<file path="src/rtl/regfile_mp.sv">
// Multi-read-port register file with optional zero register, write bypass and post-reset clearing.
// Latency: reads are combinational (0 cycles); writes land at the clock edge; clearing takes 2**ADDR_W edges.
// Backpressure: none; writes during clearing are discarded and reported by a one-cycle wr_drop pulse.
module regfile_mp #(
  parameter int DATA_W   = 32,
  parameter int ADDR_W   = 5,
  parameter int NUM_RD   = 2,
  parameter int ZERO_REG = 1,
  parameter int BYPASS   = 1,
  parameter int LED_IDX  = 2
) (
  input  logic                       clk,
  input  logic                       rst,
  input  logic [NUM_RD*ADDR_W-1:0]   rd_addr,
  output logic [NUM_RD*DATA_W-1:0]   rd_data,
  input  logic                       we,
  input  logic [ADDR_W-1:0]          wr_addr,
  input  logic [DATA_W-1:0]          wr_data,
  output logic                       init_busy,
  output logic                       wr_drop,
  output logic [7:0]                 led_o
);

  localparam int                DEPTH    = 2 ** ADDR_W;
  localparam logic [ADDR_W:0]   CNT_LAST = (ADDR_W + 1)'(DEPTH - 1);
  localparam logic [ADDR_W:0]   CNT_ONE  = (ADDR_W + 1)'(1);
  localparam logic [ADDR_W-1:0] LED_ADDR = ADDR_W'(LED_IDX);

  typedef enum logic {
    ST_INIT = 1'b0,
    ST_RUN  = 1'b1
  } state_t;

  state_t              state;
  state_t              state_nxt;
  logic [ADDR_W:0]     cnt;
  logic [ADDR_W:0]     cnt_nxt;
  logic                wr_drop_nxt;

  // Single write port into the array, shared by the clearing sequencer and normal writes.
  logic                mem_we;
  logic [ADDR_W-1:0]   mem_wa;
  logic [DATA_W-1:0]   mem_wd;

  // Storage has no reset so it can map onto distributed RAM; clearing is done by the sequencer.
  logic [DATA_W-1:0]   mem [DEPTH];

  // Writes aimed at a hard-wired zero entry are silently ignored everywhere.
  logic                wr_to_zero;
  logic                bypass_act;

  assign wr_to_zero = (ZERO_REG != 0) && (wr_addr == '0);
  assign bypass_act = (BYPASS != 0) && we;

  // Sequencer state, clear counter and drop flag; rst restarts clearing from entry 0.
  always_ff @(posedge clk) begin
    if (rst) begin
      state   <= ST_INIT;
      cnt     <= '0;
      wr_drop <= 1'b0;
    end else begin
      state   <= state_nxt;
      cnt     <= cnt_nxt;
      wr_drop <= wr_drop_nxt;
    end
  end

  // Next-state logic and array write steering: INIT zeroes mem[cnt], RUN takes user writes.
  always_comb begin
    state_nxt   = state;
    cnt_nxt     = cnt;
    wr_drop_nxt = 1'b0;
    init_busy   = 1'b0;
    mem_we      = 1'b0;
    mem_wa      = wr_addr;
    mem_wd      = wr_data;
    case (state)
      ST_INIT: begin
        init_busy   = 1'b1;
        mem_we      = !rst;
        mem_wa      = cnt[ADDR_W-1:0];
        mem_wd      = '0;
        cnt_nxt     = cnt + CNT_ONE;
        wr_drop_nxt = we && !wr_to_zero;
        if (cnt == CNT_LAST) begin
          state_nxt = ST_RUN;
        end
      end
      ST_RUN: begin
        mem_we = !rst && we && !wr_to_zero;
      end
      default: begin
        state_nxt = ST_INIT;
      end
    endcase
  end

  // Array write; the only process touching mem.
  always_ff @(posedge clk) begin
    if (mem_we) begin
      mem[mem_wa] <= mem_wd;
    end
  end

  // Per-port combinational read: zero register first, then bypass, then the array.
  always_comb begin
    rd_data = '0;
    for (int p = 0; p < NUM_RD; p++) begin
      logic [ADDR_W-1:0] ra;
      ra = rd_addr[p*ADDR_W +: ADDR_W];
      if (state != ST_RUN) begin
        rd_data[p*DATA_W +: DATA_W] = '0;
      end else if ((ZERO_REG != 0) && (ra == '0)) begin
        rd_data[p*DATA_W +: DATA_W] = '0;
      end else if (bypass_act && (wr_addr == ra)) begin
        rd_data[p*DATA_W +: DATA_W] = wr_data;
      end else begin
        rd_data[p*DATA_W +: DATA_W] = mem[ra];
      end
    end
  end

  // LED tap: top byte of entry LED_IDX, following the same read priority as the ports.
  always_comb begin
    led_o = 8'h00;
    if (state != ST_RUN) begin
      led_o = 8'h00;
    end else if ((ZERO_REG != 0) && (LED_ADDR == '0)) begin
      led_o = 8'h00;
    end else if (bypass_act && (wr_addr == LED_ADDR)) begin
      led_o = wr_data[DATA_W-1 -: 8];
    end else begin
      led_o = mem[LED_ADDR][DATA_W-1 -: 8];
    end
  end

endmodule

</file>
<file path="config.mk">
export PLATFORM = sky130hd
export DESIGN_NAME = regfile_mp
export DESIGN_NICKNAME = d
export VERILOG_FILES = /design/src/rtl/regfile_mp.sv
export SDC_FILE = /design/constraint.sdc
export NUM_CORES = 1
export LEC_CHECK = 0
export ABC_AREA = 0
export CORE_ASPECT_RATIO = 1.5
export CORE_MARGIN = 8
export CORE_UTILIZATION = 50
export DETAILED_ROUTE_END_ITERATION = 16
export PLACE_DENSITY_LB_ADDON = 0.05
export SLEW_MARGIN = 20
export SYNTH_ARGS = -nofsm -noshare
export SYNTH_HDL_FRONTEND = slang
export SYNTH_SLANG_ARGS = --single-unit
</file>
<file path="constraint.sdc">
create_clock -name clk -period 4.1 [get_ports clk]
set_clock_uncertainty 0.2 [all_clocks]
set_input_delay 0.82 -clock clk [delete_from_list [all_inputs] [get_ports clk]]
set_output_delay 0.82 -clock clk [all_outputs]
set_load 0.05 [all_outputs]
</file>
==> flow_metrics.env <==
export IMPL_grt_pass1_vias=32600
export IMPL_wirelength_um=166000
export IMPL_die_w_um=271
export IMPL_tritoncts="done"
export IMPL_finalHoldViolations=0
export IMPL_die_h_um=399
export IMPL_grt_antenna_before_repair=1
export IMPL_synth_top_family_by_area="multiplexers"
export IMPL_core_area_mm2=0.0970
export IMPL_synth_avg_cell_area_um2=17.9
export IMPL_synth_warnings=0
export IMPL_cts_sinks=1032
export IMPL_synth_area_leaders="edfxtp_1, mux4_2, mux2i_1, a221oi_1, a22oi_1"
export IMPL_first_pass_iters=8
export IMPL_endpoint_kind="output pin"
export IMPL_nets=3117
export IMPL_slew_headroom_pct=26.5
export IMPL_drc_errors=0
export IMPL_ys_top_cells_by_count="edfxtp_1, mux4_2, mux2i_1, clkbuf_1, a22oi_1"
export IMPL_synth_edff_count=1024
export IMPL_critPathKind="input pin to output pin"
export IMPL_setup_viol=0
export IMPL_row_count=140
export IMPL_crit_top_cell="buf_12"
export IMPL_num_vias=31000
export IMPL_clk_insertion_delay_late_ps=680
export IMPL_track_usage_pct=30.6
export IMPL_synth_fp_nets=2774
export IMPL_grt_setup_unrepaired="no"
export IMPL_crit_arrival_ps=3040
export IMPL_cap_viol_max_count=0
export IMPL_cts_root_buf="clkbuf_16"
export IMPL_syn_inst=2723
export IMPL_grt_overflow=0
export IMPL_htreeDepth=3
export IMPL_area_delta_synth_final_pct=20.1
export IMPL_grt_max_degree=53
export IMPL_dp_slack_ps=-388
export IMPL_setup_slack_ps=38.5
export IMPL_period_needed_ps=4060
export IMPL_slew_violations=0
export IMPL_yosysTopAreaCellShare_pct=62.9
export IMPL_worstMarginPinSlew_ps=1100
export IMPL_drive_gt1_share_pct=34.1
export IMPL_dieArea_mm2=0.108
export IMPL_wl_per_cell_um=37.6
export IMPL_power_density_mw_per_mm2=388
export IMPL_ant_nets=0
export IMPL_synth_cell_types=56
export IMPL_fmax_mhz=246
export IMPL_synth_mux_area_share_pct=23.4
export IMPL_synth_main_ff_cell="edfxtp_1"
export IMPL_port_buffers=123
export IMPL_utilization_pct=60.5
export IMPL_ir_drop_uv=364
export IMPL_clkTransAtPathRegs_ps=60
export IMPL_io_pins=124
export IMPL_yosysMostFrequentCell="edfxtp_1"
export IMPL_seq_area_frac_synth_pct=63.3
export IMPL_status="complete, no violations"
export IMPL_start_util_pct=50.3
export IMPL_hold_slack_ps=304
export IMPL_drt_iter0_drc=3144
export IMPL_yosysTopAreaCell="edfxtp_1"
export IMPL_grt_pass1_wl_um=237000
export IMPL_routabilityCongestion=0.880
export IMPL_vias_per_cell=7.01
export IMPL_syn_area_mm2=0.0489
export IMPL_cts_max_path_buffers=3
export IMPL_p_leak_nw=19.2
export IMPL_synth_xor_area_share_pct=0.233
export IMPL_holdBufCountCts=0
export IMPL_start_kind="input pin"
export IMPL_synth_simple_gate_area_share_pct=2.93
export IMPL_synth_seq_cells=1032
export IMPL_synth_fa_ha_area_share_pct=0.0256
export IMPL_async_flop_share_pct=0
export IMPL_cp_slowest_cell="a221oi_1"
export IMPL_crit_chain="buf_12 -> buf_16 -> buf_12 -> mux2i_1 -> a221oi_1 -> o21ai_0 -> a21oi_2 -> a221o_1 -> buf_12"
export IMPL_cts_buffers=96
export IMPL_hpwl_um=108000
export IMPL_slowest_delay_ps=490
export IMPL_hold_path_class="flip-flop to flip-flop"
export IMPL_critPathMaxFanout=34
export IMPL_finalCritPeriodShare_pct=99.1
export IMPL_crit_required_ps=3080
export IMPL_synth_compound_area_share_pct=7.68
-- flip-flops by register name, summed over array words and instances (netlist names) --
register / cells
mem: 1024
cnt: 6
state: 1
wr_drop: 1
-- per-stage QoR --
stage                     std cells  cell area, um2  total power [W]  TNS, ps
after floorplan                2723           48900           0.0128        0
after global placement         4237           55100           0.0137    -7800
after detailed placement       4237           55100           0.0137    -7940
after CTS                      4422           58600           0.0229        0
after global routing           4423           58700           0.0233        0
final                          4424           58700           0.0228        0
-- placed cells by master, fill, tap and decap left out, types with 8 or more instances in the layout --
cell type / netlist / routed
a211oi_1: 18 / 14
a211o_1: 19 / 19
nand2_1: 56 / 56
o211ai_1: 8 / 8
mux2i_1: 245 / 244
and2_2: 0 / 11
nor3_1: 24 / 19
clkdlybuf4s50_1: 0 / 37
edfxtp_1: 1024 / 1024
o2111a_1: 25 / 19
buf_12: 0 / 150
nor2_1: 54 / 18
or2_2: 10 / 10
a21oi_1: 61 / 60
nand4_1: 26 / 26
nor2_4: 0 / 38
nand2b_1: 20 / 20
a221oi_1: 85 / 81
o21ai_0: 98 / 90
clkinv_1: 1 / 18
mux4_2: 398 / 398
a221o_1: 13 / 13
clkinv_2: 0 / 19
buf_4: 21 / 261
bufinv_16: 0 / 15
a31oi_1: 9 / 8
clkbuf_16: 0 / 100
a22oi_1: 99 / 99
and2_1: 52 / 40
o22ai_1: 52 / 52
clkbuf_1: 100 / 20
-- power by group --
group          switching, W  internal [W]
Clock               0.00397       0.00533
Combinational       0.00107      0.000886
Sequential        0.0000354        0.0115
-- critical path, delay by kind of cell --
kind | cells | cell delay, ps
buffers and inverters | 4 | 840
AO/OA/AOI/OAI | 4 | 1250
multiplexers | 1 | 80
-- path summary, 6_finish.rpt --
path	startpoint	end	slack (ps)	cells past startpoint
setup reg to reg	state	mem[18][19]	820	6
hold / removal	cnt[5]	cnt[5]	300	2
setup / recovery	rd_addr[0]	rd_data[16]	40	9
hold reg to reg	cnt[5]	cnt[5]	300	2
-- layer usage --
metal	vias to the layer above	routed length (um)	global-route usage, %
met5	-	0	0
met4	0	11200	18.2
met3	504	13200	5.15
met2	1818	84500	52.6
met1	16300	57500	36.0
li1	12400	-	-
-- logic make-up (layout without fill, tap and decap cells) --
kind of cell | Yosys count | count (layout)
other | 0 | 1
AOI/OAI and AO/OA | 523 | 523
adders and majority gates | 1 | 1
buffers and inverters | 232 | 652
and+or+nand+nor | 277 | 279
muxes | 645 | 645
xor gates and xnor gates | 13 | 13
DFF | 1032 | 1032
-- final cells by class --
class,count,area (um2)
Fill cell,7115,38300
Sequential cell,1032,30900
Multi-Input combinational cell,1461,17200
Timing Repair Buffer,470,5720
Clock buffer,118,2530
Tap cell,1278,1600
Clock inverter,59,686
Inverter,5,20.0
Antenna cell,1,2.50
-- what timing repair did --
item,in CTS,in global routing
pin swaps,7,1
hold endpoints to repair,0,0
setup endpoints to repair,57,38
resized for setup,32,21
setup buffers,3,1
cloned,6,0
Note: power is estimated with default switching activity, not from simulation.
